File: src/rtl/video_timing_if.sv
// Pixel stream bus around the video timing tracker: raw HDMI-in stream in,
// delayed stream plus coordinates, strobes and measured geometry out.
interface video_timing_if #(
  parameter int XW = 11,
  parameter int YW = 11
);
  logic          hs_i, vs_i, de_i;
  logic [23:0]   data_i;
  logic          hs_o, vs_o, de_o;
  logic [23:0]   data_o;
  logic [XW-1:0] x_o, width_o;
  logic [YW-1:0] y_o, height_o;
  logic          sol_o, sof_o, locked_o, err_o;

  modport slave (
    input  hs_i, vs_i, de_i, data_i,
    output hs_o, vs_o, de_o, data_o, x_o, y_o, sol_o, sof_o,
           width_o, height_o, locked_o, err_o
  );

  modport master (
    output hs_i, vs_i, de_i, data_i,
    input  hs_o, vs_o, de_o, data_o, x_o, y_o, sol_o, sof_o,
           width_o, height_o, locked_o, err_o
  );
endinterface

File: src/rtl/video_timing.sv
// Timing tracker: one-stage pixel passthrough with active x/y, line/frame
// strobes, measured frame geometry and a lock flag for downstream stages.
module video_timing #(
  parameter int XW          = 11,
  parameter int YW          = 11,
  parameter int LOCK_FRAMES = 2
) (
  input  logic          clk_i,
  input  logic          rst_ni,
  video_timing_if.slave vif
);
  localparam int VW = (LOCK_FRAMES < 2) ? 1 : $clog2(LOCK_FRAMES + 1);
  localparam logic [XW-1:0] XMAX = '1;
  localparam logic [YW-1:0] YMAX = '1;

  typedef enum logic [1:0] {SEARCH, MEASURE, VERIFY, LOCKED} state_e;

  state_e        state_q, state_d;
  logic [XW-1:0] xcnt, cand;
  logic [YW-1:0] ycnt;
  logic [VW-1:0] vcnt;
  logic          bad, sof_pend;
  logic          vs_rise, de_fall, meas_first, line_viol, h_mis;
  logic          err_d, cand_we, geom_we, bad_set, bad_clr, vcnt_clr, vcnt_inc;

  // The delayed outputs double as the registered sync copies for edge detection.
  assign vs_rise    = vif.vs_i & ~vif.vs_o;
  assign de_fall    = ~vif.de_i & vif.de_o;
  assign meas_first = (state_q == MEASURE) && (ycnt == '0);
  assign h_mis      = vs_rise && (state_q == VERIFY || state_q == LOCKED) &&
                      (ycnt != vif.height_o);

  always_comb begin
    line_viol = 1'b0;
    if (de_fall && state_q != SEARCH)
      line_viol = (xcnt == XMAX) || (ycnt == YMAX) ||
                  (!meas_first && xcnt != ((state_q == MEASURE) ? cand : vif.width_o));
  end

  always_ff @(posedge clk_i or negedge rst_ni) begin
    if (!rst_ni) state_q <= SEARCH;
    else         state_q <= state_d;
  end

  always_comb begin
    state_d = state_q;
    unique case (state_q)
      SEARCH:  if (vs_rise) state_d = MEASURE;
      MEASURE: if (vs_rise && !bad && ycnt != '0) state_d = VERIFY;
      VERIFY: begin
        if (line_viol || h_mis)                            state_d = MEASURE;
        else if (vs_rise && vcnt == VW'(LOCK_FRAMES - 1))  state_d = LOCKED;
      end
      LOCKED:  if (line_viol || h_mis) state_d = MEASURE;
      default: state_d = SEARCH;
    endcase
  end

  always_comb begin
    err_d    = line_viol | h_mis;
    cand_we  = de_fall && meas_first;
    geom_we  = (state_q == MEASURE) && (state_d == VERIFY);
    bad_set  = line_viol;
    bad_clr  = vs_rise && (state_q == MEASURE);
    vcnt_clr = geom_we;
    vcnt_inc = vs_rise && (state_q == VERIFY) && (state_d == VERIFY);
  end

  always_ff @(posedge clk_i or negedge rst_ni) begin
    if (!rst_ni) begin
      vif.hs_o     <= 1'b0;
      vif.vs_o     <= 1'b0;
      vif.de_o     <= 1'b0;
      vif.data_o   <= '0;
      vif.x_o      <= '0;
      vif.y_o      <= '0;
      vif.sol_o    <= 1'b0;
      vif.sof_o    <= 1'b0;
      vif.width_o  <= '0;
      vif.height_o <= '0;
      vif.locked_o <= 1'b0;
      vif.err_o    <= 1'b0;
      xcnt         <= '0;
      ycnt         <= '0;
      cand         <= '0;
      vcnt         <= '0;
      bad          <= 1'b0;
      sof_pend     <= 1'b0;
    end else begin
      vif.hs_o   <= vif.hs_i;
      vif.vs_o   <= vif.vs_i;
      vif.de_o   <= vif.de_i;
      vif.data_o <= vif.data_i;

      if (vif.de_i) xcnt <= (xcnt == XMAX) ? xcnt : xcnt + 1'b1;
      else          xcnt <= '0;

      // Frame boundary wins over a line end landing on the same cycle.
      if (vs_rise)                      ycnt <= '0;
      else if (de_fall && ycnt != YMAX) ycnt <= ycnt + 1'b1;

      vif.x_o   <= vif.de_i ? xcnt : '0;
      vif.y_o   <= (vif.de_i && !vs_rise) ? ycnt : '0;
      vif.sol_o <= vif.de_i & ~vif.de_o;
      vif.sof_o <= vif.de_i & (vs_rise | sof_pend);
      sof_pend  <= vif.de_i ? 1'b0 : (sof_pend | vs_rise);

      vif.err_o    <= err_d;
      vif.locked_o <= (state_d == LOCKED);

      if (cand_we) cand <= xcnt;
      if (geom_we) begin
        vif.width_o  <= cand;
        vif.height_o <= ycnt;
      end

      bad <= bad_set | (bad & ~bad_clr);

      if (vcnt_clr)      vcnt <= '0;
      else if (vcnt_inc) vcnt <= vcnt + 1'b1;
    end
  end
endmodule

File: src/flat_wrapper.sv
// flat-port wrapper written by rule: the top's interface ports become plain ports
module video_timing_flat 
#(
  parameter int XW          = 11,
  parameter int YW          = 11,
  parameter int LOCK_FRAMES = 2
)
  (clk_i, rst_ni, vif_hs_i, vif_vs_i, vif_de_i, vif_data_i, vif_hs_o, vif_vs_o, vif_de_o, vif_data_o, vif_x_o, vif_y_o, vif_sol_o, vif_sof_o, vif_width_o, vif_height_o, vif_locked_o, vif_err_o);
  video_timing_if #(.XW(XW), .YW(YW)) vif_i ();
  input  logic clk_i;
  input  logic rst_ni;
  input wire logic [$bits(vif_i.hs_i)-1:0] vif_hs_i;
  input wire logic [$bits(vif_i.vs_i)-1:0] vif_vs_i;
  input wire logic [$bits(vif_i.de_i)-1:0] vif_de_i;
  input wire logic [$bits(vif_i.data_i)-1:0] vif_data_i;
  output wire logic [$bits(vif_i.hs_o)-1:0] vif_hs_o;
  output wire logic [$bits(vif_i.vs_o)-1:0] vif_vs_o;
  output wire logic [$bits(vif_i.de_o)-1:0] vif_de_o;
  output wire logic [$bits(vif_i.data_o)-1:0] vif_data_o;
  output wire logic [$bits(vif_i.x_o)-1:0] vif_x_o;
  output wire logic [$bits(vif_i.y_o)-1:0] vif_y_o;
  output wire logic [$bits(vif_i.sol_o)-1:0] vif_sol_o;
  output wire logic [$bits(vif_i.sof_o)-1:0] vif_sof_o;
  output wire logic [$bits(vif_i.width_o)-1:0] vif_width_o;
  output wire logic [$bits(vif_i.height_o)-1:0] vif_height_o;
  output wire logic [$bits(vif_i.locked_o)-1:0] vif_locked_o;
  output wire logic [$bits(vif_i.err_o)-1:0] vif_err_o;
  assign vif_i.hs_i = vif_hs_i;
  assign vif_i.vs_i = vif_vs_i;
  assign vif_i.de_i = vif_de_i;
  assign vif_i.data_i = vif_data_i;
  assign vif_hs_o = vif_i.hs_o;
  assign vif_vs_o = vif_i.vs_o;
  assign vif_de_o = vif_i.de_o;
  assign vif_data_o = vif_i.data_o;
  assign vif_x_o = vif_i.x_o;
  assign vif_y_o = vif_i.y_o;
  assign vif_sol_o = vif_i.sol_o;
  assign vif_sof_o = vif_i.sof_o;
  assign vif_width_o = vif_i.width_o;
  assign vif_height_o = vif_i.height_o;
  assign vif_locked_o = vif_i.locked_o;
  assign vif_err_o = vif_i.err_o;
  video_timing #(.XW(XW), .YW(YW), .LOCK_FRAMES(LOCK_FRAMES)) u_core (.clk_i(clk_i), .rst_ni(rst_ni), .vif(vif_i));
endmodule
File: config.mk
export PLATFORM = sky130hd
export DESIGN_NAME = video_timing_flat
export DESIGN_NICKNAME = d
export VERILOG_FILES = /design/src/rtl/video_timing_if.sv /design/src/rtl/video_timing.sv /design/src/flat_wrapper.sv
export SDC_FILE = /design/constraint.sdc
export NUM_CORES = 1
export LEC_CHECK = 0
export ABC_AREA = 1
export CORE_AREA = 2 2 105 97
export CTS_CLUSTER_DIAMETER = 80
export DETAILED_ROUTE_END_ITERATION = 16
export DIE_AREA = 0 0 107 99
export PLACE_DENSITY = 0.78
export SYNTH_ARGS = -nofsm -noshare
export SYNTH_HDL_FRONTEND = slang
export SYNTH_SLANG_ARGS = --single-unit
File: constraint.sdc
create_clock -name clk_i -period 2.8 [get_ports clk_i]
set_input_delay 0.56 -clock clk_i [delete_from_list [all_inputs] [get_ports clk_i]]
set_output_delay 0.56 -clock clk_i [all_outputs]
set_load 0.02 [all_outputs]
# --- After elaboration in Yosys (flattened, before gate mapping) ---
# Index checks and enable logic that the tools add are counted.
classes:
  n_eq_ne: 12
  addsub: 3
  reduce_logical: 28
  n_mux: 17
  bitwise: 12
ops:
  columns: ["operator", "count"]
  rows:
  - ["2-to-1 mux 11 bit", 7]
  - ["adder 11 x 1 -> 11 bit (second input constant)", 2]
  - ["== test 11 bit (second input constant)", 2]
  - ["inequality test 11 bit", 2]
  - ["logical AND 1 bit", 15]
  - ["2-to-1 mux 2 bit", 7]
  - ["logical NOT 11 bit", 1]
  - ["inequality test 11 bit (second input constant)", 1]
  - ["nonzero test 11 bit", 1]
  - ["== test 2 bit (second input constant)", 4]
  - ["one-hot mux 2 bit (4 select lines)", 1]
  - ["nonzero test 2 bit", 3]
  - ["AND 1 bit", 5]
  - ["== test 2 x 1 -> 1 bit (second input constant)", 2]
  - ["logical OR 1 bit", 4]
  - ["inverter 1 bit", 4]
  - ["logical NOT 1 bit", 3]
  - ["OR 1 bit", 3]
  - ["adder 2 x 1 -> 2 bit (second input constant)", 1]
  - ["logical NOT 2 bit", 1]
  - ["2-to-1 mux 1 bit", 2]
  - ["inequality test 2 bit (second input constant)", 1]
totals:
  output_inout_bits: 75
  elab_cells: 91
  regBits: 114
  input_bits: 29

# --- Longest topological paths before layout ---
# Gate-level depths: netlist of run 1.
logic_depth:
  word_depth: 13
  ltp_mapped: 18
  ltp_nobuf: 17

# --- Least setup slack after synthesis of run 1 ---
# OpenSTA, ideal clock, no wires.
synth_timing:
  path_kind: "reg-to-reg"
  start: "reg u_core.ycnt[0]"
  end: "reg u_core.vif.width_o[0] (netlist name)"
  period_less_slack_ns: 1.967
  path_slack_ns: 0.833
  setup_ns: 0.125
  t_arrival_ns: 1.842
  t_required_ns: 2.675
  n_path_buf: 1
  stages_incl_launch_ff: 9
  cell_sequence: "dfrtp_1 inv_1 ha_1 nand4_1 nor4_1 inv_1 nand3_1 buf_2 mux2_2"
synth_via:
  elab_chain_len: 11
  word_cells_on_any_way: 19
  cone_classes: "eq/ne: 3; mux: 5; reduce/logical: 11"
synth_lines:
  columns: ["element", "line", "text"]
  rows:
  - ["start, declared", "video_timing.sv:20", "logic [YW-1:0] ycnt;"]
  - ["start signal, assigned", "video_timing.sv:100", "else if (de_fall && ycnt != YMAX) ycnt <= ycnt + 1'b1;"]
  - ["logical NOT 11 bit", "video_timing.sv:29", "assign meas_first = (state_q == MEASURE) && (ycnt == '0);"]
  - ["logical AND 1 bit", "video_timing.sv:29", null]
  - ["logical NOT 1 bit", "video_timing.sv:37", "(!meas_first && xcnt != ((state_q == MEASURE) ? cand : vif.width_o));"]
  - ["logical AND 1 bit", "video_timing.sv:37", null]
  - ["logical OR 1 bit", "video_timing.sv:36", "line_viol = (xcnt == XMAX) || (ycnt == YMAX) ||"]
  - ["2-to-1 mux 1 bit", "video_timing.sv:35", "if (de_fall && state_q != SEARCH)"]
  - ["logical OR 1 bit", "video_timing.sv:51, video_timing.sv:54", null]
  - ["2-to-1 mux 2 bit (on tied branches)", "video_timing.sv:54, video_timing.sv:51", null]
  - ["one-hot mux 2 bit (4 select lines) *", "video_timing.sv:47", "unique case (state_q)"]
  - ["== test 2 bit *", "video_timing.sv:62", "geom_we = (state_q == MEASURE) && (state_d == VERIFY);"]
  - ["logical AND 1 bit *", "video_timing.sv:62", null]
  - ["end signal, assigned", "video_timing.sv:113", "vif.width_o <= cand;"]
  - ["end, declared", "video_timing_if.sv:18", "width_o, height_o, locked_o, err_o"]
# Mark *: on every way between the ends. The rest lies on a longest branch, timed or not.
# A chain may end at the register's enable or synchronous reset.

# --- Worst setup path after layout of run 1 ---
layout_timing:
  start: "reg u_core.state_q[0]"
  end: "reg u_core.vcnt[0]"
layout_via:
  elab_chain_len: 12
  word_cells_on_any_way: 29
  cone_classes: "eq/ne: 5; mux: 9; reduce/logical: 15"
layout_lines:
  columns: ["element", "line", "text"]
  rows:
  - ["start, declared", "video_timing.sv:18", "state_e state_q, state_d;"]
  - ["start signal, assigned", "video_timing.sv:42", "else state_q <= state_d;"]
  - ["== test 2 x 1 -> 1 bit", null, null]
  - ["2-to-1 mux 11 bit or logical AND 1 bit (tied branches)", "video_timing.sv:37, video_timing.sv:29", null]
  - ["inequality test 11 bit or logical NOT 1 bit (tied branches)", "video_timing.sv:37", null]
  - ["logical AND 1 bit", "video_timing.sv:37", null]
  - ["logical OR 1 bit", "video_timing.sv:36", null]
  - ["2-to-1 mux 1 bit", "video_timing.sv:35", null]
  - ["logical OR 1 bit", "video_timing.sv:51, video_timing.sv:54", null]
  - ["2-to-1 mux 2 bit (on tied branches)", "video_timing.sv:54, video_timing.sv:51", null]
  - ["one-hot mux 2 bit (4 select lines)", "video_timing.sv:47", null]
  - ["== test 2 bit", "video_timing.sv:62, video_timing.sv:66", null]
  - ["logical AND 1 bit (on tied branches)", "video_timing.sv:62, video_timing.sv:66", null]
  - ["2-to-1 mux 2 bit or nonzero test 2 bit (tied branches)", null, null]
  - ["end signal, assigned", "video_timing.sv:120", "else if (vcnt_inc) vcnt <= vcnt + 1'b1;"]
  - ["end, declared", "video_timing.sv:21", "logic [VW-1:0] vcnt;"]
# Parallel ways exist; a longest one is shown, timed or not.

==> impl_metrics.py, run 1 <==
metrics = {
    "status": {
        "outcome": "completed",
    },
    "power_and_ir_drop": {
        "power_per_cell_area_nw_per_um2": 834,
        "cellInternalPower_mw": 3.93,
        "switchingPower_mw": 1.54,
        "static_leakage_nw": 3.19,
        "clkPwrFrac": 0.459,
        "switching_share": 0.281,
        "seq_power_share": 0.357,
        "power.share.combinational": 0.184,
        "ir_worst_vdd_mv": 0.450,
    },
    "sta": {
        "period_share": 0.853,
        "setup_violations": 0,
        "finalSetupTns_ns": 0,
        "fin_skew_ns": 0.00607,
        "post-route-min-period_ns": 2.39,
        "timing.max_slew.rel_slack": 0.573,
        "final_hold_viol_count": 0,
        "max_freq_ghz": 0.419,
        "final-max-slew-violation-count": 0,
        "worst_pin_slew_ns": 0.641,
        "rsz0062_at_grt": "false",
    },
    "final_layout": {
        "syn2layout_area_growth_pct": 40.4,
        "seqCellArea_um2": 2850,
        "antenna-diode-count": 0,
        "layout-drive-gt1-share": 0.0889,
        "total_area_of_multi_input_combinational_cells_um2": 1510,
        "final_net_count": 650,
        "final_area_um2": 6560,
        "fillerInstances": 703,
        "mostFrequentLayoutCells": "120 x sky130_fd_sc_hd__nand2_1, 114 x sky130_fd_sc_hd__dfrtp_1, 102 x sky130_fd_sc_hd__clkdlybuf4s50_1",
        "layout_commonest_cell": "sky130_fd_sc_hd__nand2_1",
    },
    "drt": {
        "detail_route.wl_per_cell_um": 14.6,
        "drt_first_pass_iters": 5,
        "drt-initial-drc-count": 262,
        "detail_route.drc_violations": 0,
        "ant_nets": 0,
        "viasPerCell": 5.18,
        "route.final.wire_length_mm": 11.0,
        "via_count_of_the_routed_design": 3916,
    },
    "floorplanning": {
        "core_region_area_um2": 9490,
        "die_height_um": 99,
        "initial_core_util": 0.493,
        "die_area_um2": 10600,
        "rows": 34,
        "die_w_um": 107,
        "io-pin-count": 104,
    },
    "clocking": {
        "root_driver": "sky130_fd_sc_hd__clkbuf_8",
        "cts_tree": "yes",
        "insertion_delay_ns": 0.51,
        "post_cts_resized": 0,
        "tritoncts.num_buffers": 17,
        "buffers_from_clock_root_to_sink_at_most": 2,
        "cts.clk_slew.worst_paths_ns": 0.06,
        "cts_sink_cnt": 114,
        "cts_h_tree_depth": 4,
    },
    "global_routing": {
        "met3_usage": 0.0767,
        "initial_antenna_violation_count": 0,
        "grt_pass1_vias": 3932,
        "wire_length_of_the_first_global_routing_pass_mm": 19.0,
        "globalRouteMet2Util": 0.374,
        "grt_max_degree": 57,
        "grt.met1_usage": 0.298,
        "grt-ovfl-total": 0,
        "grt-busiest-layer": "met2",
        "globalRouteTotalUtil": 0.231,
    },
    "logic_synthesis": {
        "synthDominantAreaCellType": "sky130_fd_sc_hd__dfrtp_1",
        "seq_area_frac_synth": 0.610,
        "synth-seq-cells": 114,
        "synth.avg_cell_area_um2": 9.33,
        "ys.warnings.count": 0,
        "synth_cell_type_count": 26,
        "netlist_instances": 501,
        "synthesized_nets": 534,
        "synth_area_um2": 4670,
        "cell_types_occupying_the_most_area_after_synthesis": "sky130_fd_sc_hd__dfrtp_1 61%, sky130_fd_sc_hd__nand2_1 9.6%, sky130_fd_sc_hd__inv_1 4.9%",
        "post-synth-top-area-fraction": 0.610,
    },
    "place": {
        "dp_hpwl_mm": 7.67,
        "place.port_buffers": 103,
        "gp_congestion": 0.888,
        "placed_cell_area_um2": 5860,
    },
    "flow_run": {
        "cap_viol_max_count": 0,
    },
    "critical_path": {
        "critical-path-top-delay-family": "simple AND/OR/NAND/NOR gates",
        "critical_path_required_ns": 3.19,
        "worstSetupStartpointType": "flip-flop",
        "worst-path-buf-inv": 0,
        "timing.setup.critical_path_class": "flip-flop to flip-flop",
        "crit_slowest_cell": "sky130_fd_sc_hd__dfrtp_1",
        "crit_path_max_fanout": 16,
        "cpPeakStageDelay_ns": 0.75,
        "setup_crit_end_kind": "flip-flop",
        "critical_path_cell_by_cell": "nand2_4 > nand2_1 > nand3_1 > nand2_1 > nand2_1 > nor2_1 > nand3_1 > nand2_1 > nand2_1 > nand2_2 > nand3b_1 > nand2_1 > nand3_1 > nand2_1 > nand2_1",
        "path_common_cell": "sky130_fd_sc_hd__nand2_1",
        "worst-endpoint-arrival_ns": 2.78,
    },
    "min_path": {
        "holdCritPathClass": "flip-flop to flip-flop",
    },
}
-- per-layer routing --
metal,routed length (um),part of all wire
met1,4760,0.43
met2,5410,0.49
met3,753,0.068
met4,78,0.0071
met5,0,0
-- flip-flops by register name, summed over array words and instances, names as in the netlist, 11 cells and up --
register / flops
u_core.vif.y_o: 11
u_core.xcnt: 11
u_core.vif.x_o: 11
u_core.ycnt: 11
u_core.cand: 11
u_core.vif.height_o: 11
u_core.vif.width_o: 11
u_core.vif.data_o: 24
-- stage by stage --
step / hold WS, ns / std cells / worst slack (ns) / util / total power, mW
2_1_floorplan: 0.264 / 501 / 0.833 / - / 2.56
3_3_place_gp: 0.470 / 723 / 0.544 / 0.618 / 2.93
3_5_place_dp: 0.469 / 723 / 0.419 / 0.618 / 2.97
4_1_cts: 0.473 / 756 / 0.480 / 0.692 / 5.50
5_1_grt: 0.464 / 756 / 0.133 / 0.692 / 5.74
6_report: 0.486 / 756 / 0.413 / 0.692 / 5.47
-- power by group through the flow --
stage          sequential (mW)  clock, mW  combinational, mW
4_1_cts                   1.95       2.54               1.01
5_1_grt                   1.98       2.64               1.12
3_3_place_gp              1.97          0              0.962
3_5_place_dp              1.97          0              0.999
6_report                  1.96       2.51               1.00
2_1_floorplan             2.04          0              0.522
-- cells in the mapped netlist --
master and instances:
sky130_fd_sc_hd__nand3_1 44, sky130_fd_sc_hd__dfrtp_1 114, sky130_fd_sc_hd__or2_1 1, sky130_fd_sc_hd__nand2_4 1, sky130_fd_sc_hd__nand2_1 120, sky130_fd_sc_hd__clkbuf_1 8
sky130_fd_sc_hd__o211a_1 2, sky130_fd_sc_hd__nor2_2 2, sky130_fd_sc_hd__nor4_1 4, sky130_fd_sc_hd__a211oi_1 2, sky130_fd_sc_hd__nand2_2 4, sky130_fd_sc_hd__a21oi_1 14
sky130_fd_sc_hd__o21ai_1 6, sky130_fd_sc_hd__xor2_1 11, sky130_fd_sc_hd__nor3_1 9, sky130_fd_sc_hd__buf_4 1, sky130_fd_sc_hd__nand3b_1 1, sky130_fd_sc_hd__buf_2 5
sky130_fd_sc_hd__o21ai_0 35, sky130_fd_sc_hd__nor2_1 34, sky130_fd_sc_hd__ha_1 4, sky130_fd_sc_hd__buf_6 1, sky130_fd_sc_hd__mux2_2 6, sky130_fd_sc_hd__inv_1 61
sky130_fd_sc_hd__nand4_1 9, sky130_fd_sc_hd__inv_2 2
-- timing repair --
item	CTS	global route
hold buffers	1	0
setup buffers	0	0
hold endpoints to repair	24	0
-- cells by family (layout without fill, tap and decap cells) --
| kind of cell | Yosys count | in the layout | share of synthesized area |
|---|---|---|---|
| and+or+nand+nor | 229 | 229 | 0.211 |
| DFF | 114 | 114 | 0.610 |
| buffers and inverters | 78 | 207 | 0.0664 |
| AOI/OAI and AO/OA | 59 | 59 | 0.0664 |
| xor gates and xnor gates | 11 | 11 | 0.0206 |
| muxes | 6 | 6 | 0.0145 |
| adders and majority gates | 4 | 4 | 0.0107 |
-- worst register-to-register path, delay by kind of cell (launching register included) --
family           cells  cell delay [ns]
AND/OR/NAND/NOR     15             1.53
flip-flops           1             0.75
-- layout make-up --
type / count / area share
flip-flops and latches: 114 / 0.435
multi-input cells: 309 / 0.230
clock inverters: 15 / 0.0423
repair buffers: 112 / 0.169
inverters: 63 / 0.0360
well taps: 126 / 0.0240
clock buffers: 17 / 0.0631
-- final timing paths --
path	start	end	slack, ns	depth (start not counted)
setup / recovery	u_core.state_q[0]	u_core.vcnt[0]	0.41	15
hold / removal	u_core.cand[10]	u_core.cand[10]	0.49	2
setup reg to reg	u_core.state_q[0]	u_core.vcnt[0]	0.41	15
hold reg to reg	u_core.cand[10]	u_core.cand[10]	0.49	2
max in group asynchronous	rst_ni	u_core.cand[9]	1.55	3
min in group asynchronous	rst_ni	u_core.vif.sol_o	0.51	2
(Power assumes the default switching activity.)
==> run 2: changes to the inputs <==
--- a/config.mk
+++ b/config.mk
@@ -6,11 +6,11 @@
 export NUM_CORES = 1
 export LEC_CHECK = 0
 export ABC_AREA = 1
-export CORE_AREA = 2 2 105 97
+export CORE_AREA = 2 2 111 102
 export CTS_CLUSTER_DIAMETER = 80
 export DETAILED_ROUTE_END_ITERATION = 16
-export DIE_AREA = 0 0 107 99
-export PLACE_DENSITY = 0.78
+export DIE_AREA = 0 0 113 104
+export PLACE_DENSITY = 0.74
 export SYNTH_ARGS = -nofsm -noshare
 export SYNTH_HDL_FRONTEND = slang
 export SYNTH_SLANG_ARGS = --single-unit
==> constraint.sdc (replaced) <==
create_clock -name clk_i -period 2 [get_ports clk_i]
set_input_delay 0.4 -clock clk_i [delete_from_list [all_inputs] [get_ports clk_i]]
set_output_delay 0.4 -clock clk_i [all_outputs]
set_load 0.02 [all_outputs]
==> run 2 against run 1 <==
- the flow now finishes with violations (DRC)
- fmax increased by 21%
- clock power increased by 13%
- worst setup slack got worse by 0.39 ns
- global-route usage decreased by 2.2 points
- flip-flop and latch count unchanged
- non-clock buffer count increased by 29
- first-iteration DRC count increased by 1.9%
- total power increased by 32%
- worst hold slack got worse by 0.057 ns
- combinational power increased by 67%
- register-to-register slack got worse by 0.39 ns
==> impl_metrics.py, run 2 (synthesis results as in run 1) <==
metrics = {
    "global_routing": {
        "globalRouteMet2Util": 0.328,
        "globalRouteTotalUtil": 0.209,
        "met3_usage": 0.0758,
        "grt.met1_usage": 0.265,
        "grt_max_degree": 36,
        "initial_antenna_violation_count": 0,
        "grt_pass1_vias": 3995,
        "wire_length_of_the_first_global_routing_pass_mm": 19.2,
        "grt-busiest-layer": "met2",
        "grt-ovfl-total": 0,
    },
    "place": {
        "placed_cells": 756,
        "gp_congestion": 0.851,
        "dp_hpwl_mm": 8.02,
        "dpl_worst_slack_ns": -0.0807,
        "place.port_buffers": 103,
    },
    "critical_path": {
        "reg2reg_depth": 9,
        "setup_crit_end_kind": "flip-flop",
        "crit_path_max_fanout": 9,
        "worst-endpoint-arrival_ns": 2.26,
        "worstReg2RegStart": "u_core.ycnt[0]",
        "worst_r2r_endpoint": "u_core.vif.width_o[5]",
        "timing.setup.critical_path_class": "flip-flop to flip-flop",
        "worstSetupStartpointType": "flip-flop",
        "critical_path_required_ns": 2.29,
        "reg2reg_setup_slack_ns": 0.03,
    },
    "final_layout": {
        "final_net_count": 679,
        "mostFrequentLayoutCells": "118 x sky130_fd_sc_hd__nand2_1, 112 x sky130_fd_sc_hd__dfrtp_1, 102 x sky130_fd_sc_hd__clkdlybuf4s50_1",
        "layout-drive-gt1-share": 0.144,
        "fillerInstances": 835,
        "seqCellArea_um2": 2860,
        "largest_register_ff_count": 24,
        "final_core_util": 0.637,
        "regMostFlops": "u_core.vif.data_o",
        "fin_cells": 792,
        "antenna-diode-count": 0,
        "layout_commonest_cell": "sky130_fd_sc_hd__nand2_1",
        "syn2layout_area_growth_pct": 44.8,
        "total_area_of_multi_input_combinational_cells_um2": 1580,
    },
    "drt": {
        "detail_route.drc_violations": 4,
        "via_count_of_the_routed_design": 3979,
        "drt-initial-drc-count": 267,
        "detail_route.wl_per_cell_um": 14.6,
        "ant_nets": 0,
        "route.final.wire_length_mm": 11.5,
        "drt_first_pass_iters": 11,
        "viasPerCell": 5.02,
    },
    "clocking": {
        "tritoncts.num_buffers": 17,
        "buffers_from_clock_root_to_sink_at_most": 2,
        "cts_tree": "yes",
        "cts_sink_cnt": 114,
        "cts_h_tree_depth": 4,
        "insertion_delay_ns": 0.41,
        "cts.clk_slew.worst_paths_ns": 0.05,
        "root_driver": "sky130_fd_sc_hd__clkbuf_16",
    },
    "status": {
        "outcome": "complete, but fails checks",
        "failed_checks": "DRC",
    },
    "floorplanning": {
        "io-pin-count": 104,
        "rows": 36,
        "die_height_um": 104,
        "die_w_um": 113,
        "die_area_um2": 11800,
        "core_region_area_um2": 10600,
        "initial_core_util": 0.440,
    },
    "min_path": {
        "holdCritPathClass": "primary input to flip-flop",
        "startpoint_of_the_tightest_hold_check_path": "vif_data_i[15]",
        "hold_depth": 1,
        "hold_critical_path_endpoint": "u_core.vif.data_o[15]",
    },
    "sta": {
        "final-max-slew-violation-count": 0,
        "post-route-min-period_ns": 1.97,
        "rsz0062_at_grt": "true",
        "max_freq_ghz": 0.507,
        "hold-worst-slack_ns": 0.429,
        "period_share": 0.986,
        "timing.max_slew.rel_slack": 0.675,
        "final_hold_viol_count": 0,
        "fin_skew_ns": 0.00829,
        "layout_setup_ws_ns": 0.0271,
        "worst_pin_slew_ns": 0.488,
        "setup_violations": 0,
    },
    "flow_run": {
        "cap_viol_max_count": 0,
    },
    "power_and_ir_drop": {
        "power_per_cell_area_nw_per_um2": 1070,
        "ir_worst_vdd_mv": 0.711,
        "static_leakage_nw": 3.29,
    },
}
## run 2: through the flow
step / power [mW] / area [um^2] / setup TNS [ns]
after CTS: 7.15 / 6660 / 0
final: 7.21 / 6770 / 0
after global routing: 7.56 / 6770 / -0.595
after global placement: 4.24 / 6090 / -0.276
after detailed placement: 4.30 / 6090 / -0.863
after floorplan: 3.59 / 4670 / 0
## run 2: timing repair
item | 4_1_cts | 5_1_grt
setup buffers | 0 | 3
hold buffers | 1 | 0
gates resized for setup | 3 | 22
pin swaps | 1 | 6
setup endpoints to repair | 9 | 19
endpoints found under the hold margin | 32 | 0
cloned | 0 | 0
## run 2: critical path, cell delays in order, from the launching register on
cell and delay (ns):
sky130_fd_sc_hd__dfrtp_1 0.40, sky130_fd_sc_hd__inv_1 0.10, sky130_fd_sc_hd__ha_1 0.16, sky130_fd_sc_hd__nand4_1 0.12, sky130_fd_sc_hd__nor4_2 0.21, sky130_fd_sc_hd__buf_4 0.17, sky130_fd_sc_hd__inv_1 0.05, sky130_fd_sc_hd__nand3_1 0.10
sky130_fd_sc_hd__buf_6 0.17, sky130_fd_sc_hd__mux2_2 0.35
## run 2: worst max-delay path by stage
stage                                 start                    end  slack, ns
after detailed placement     u_core.ycnt[0]  u_core.vif.width_o[5]      -0.08
after floorplan              u_core.ycnt[0]  u_core.vif.width_o[0]       0.03
after CTS                 u_core.state_q[0]         u_core.vcnt[1]      0.003
final                        u_core.ycnt[0]  u_core.vif.width_o[5]       0.03
after global placement             vif_vs_i         u_core.vcnt[0]      -0.04
after global routing      u_core.state_q[1]         u_core.vcnt[1]      -0.09
## run 2: power by group
| part | internal (mW) | total [mW] | switching, mW | leakage (nW) |
|---|---|---|---|---|
| Sequential | 2.52 | 2.71 | 0.191 | 1.50 |
| Combinational | 0.736 | 1.67 | 0.932 | 1.52 |
| Clock | 1.83 | 2.83 | 0.994 | 0.269 |
## run 2: area by class of cell
class	instances	area share
clock inverter	4	0.00703
sequential	114	0.422
tap	133	0.0246
multi-input combinational	309	0.233
inverter	63	0.0353
clock buffer	28	0.0749
timing repair buffer	141	0.203
## run 2: layer usage
layer,part of all wire,routed length (um)
met5,0,0
met4,0.014,158
met3,0.059,677
met2,0.50,5750
met1,0.43,4950
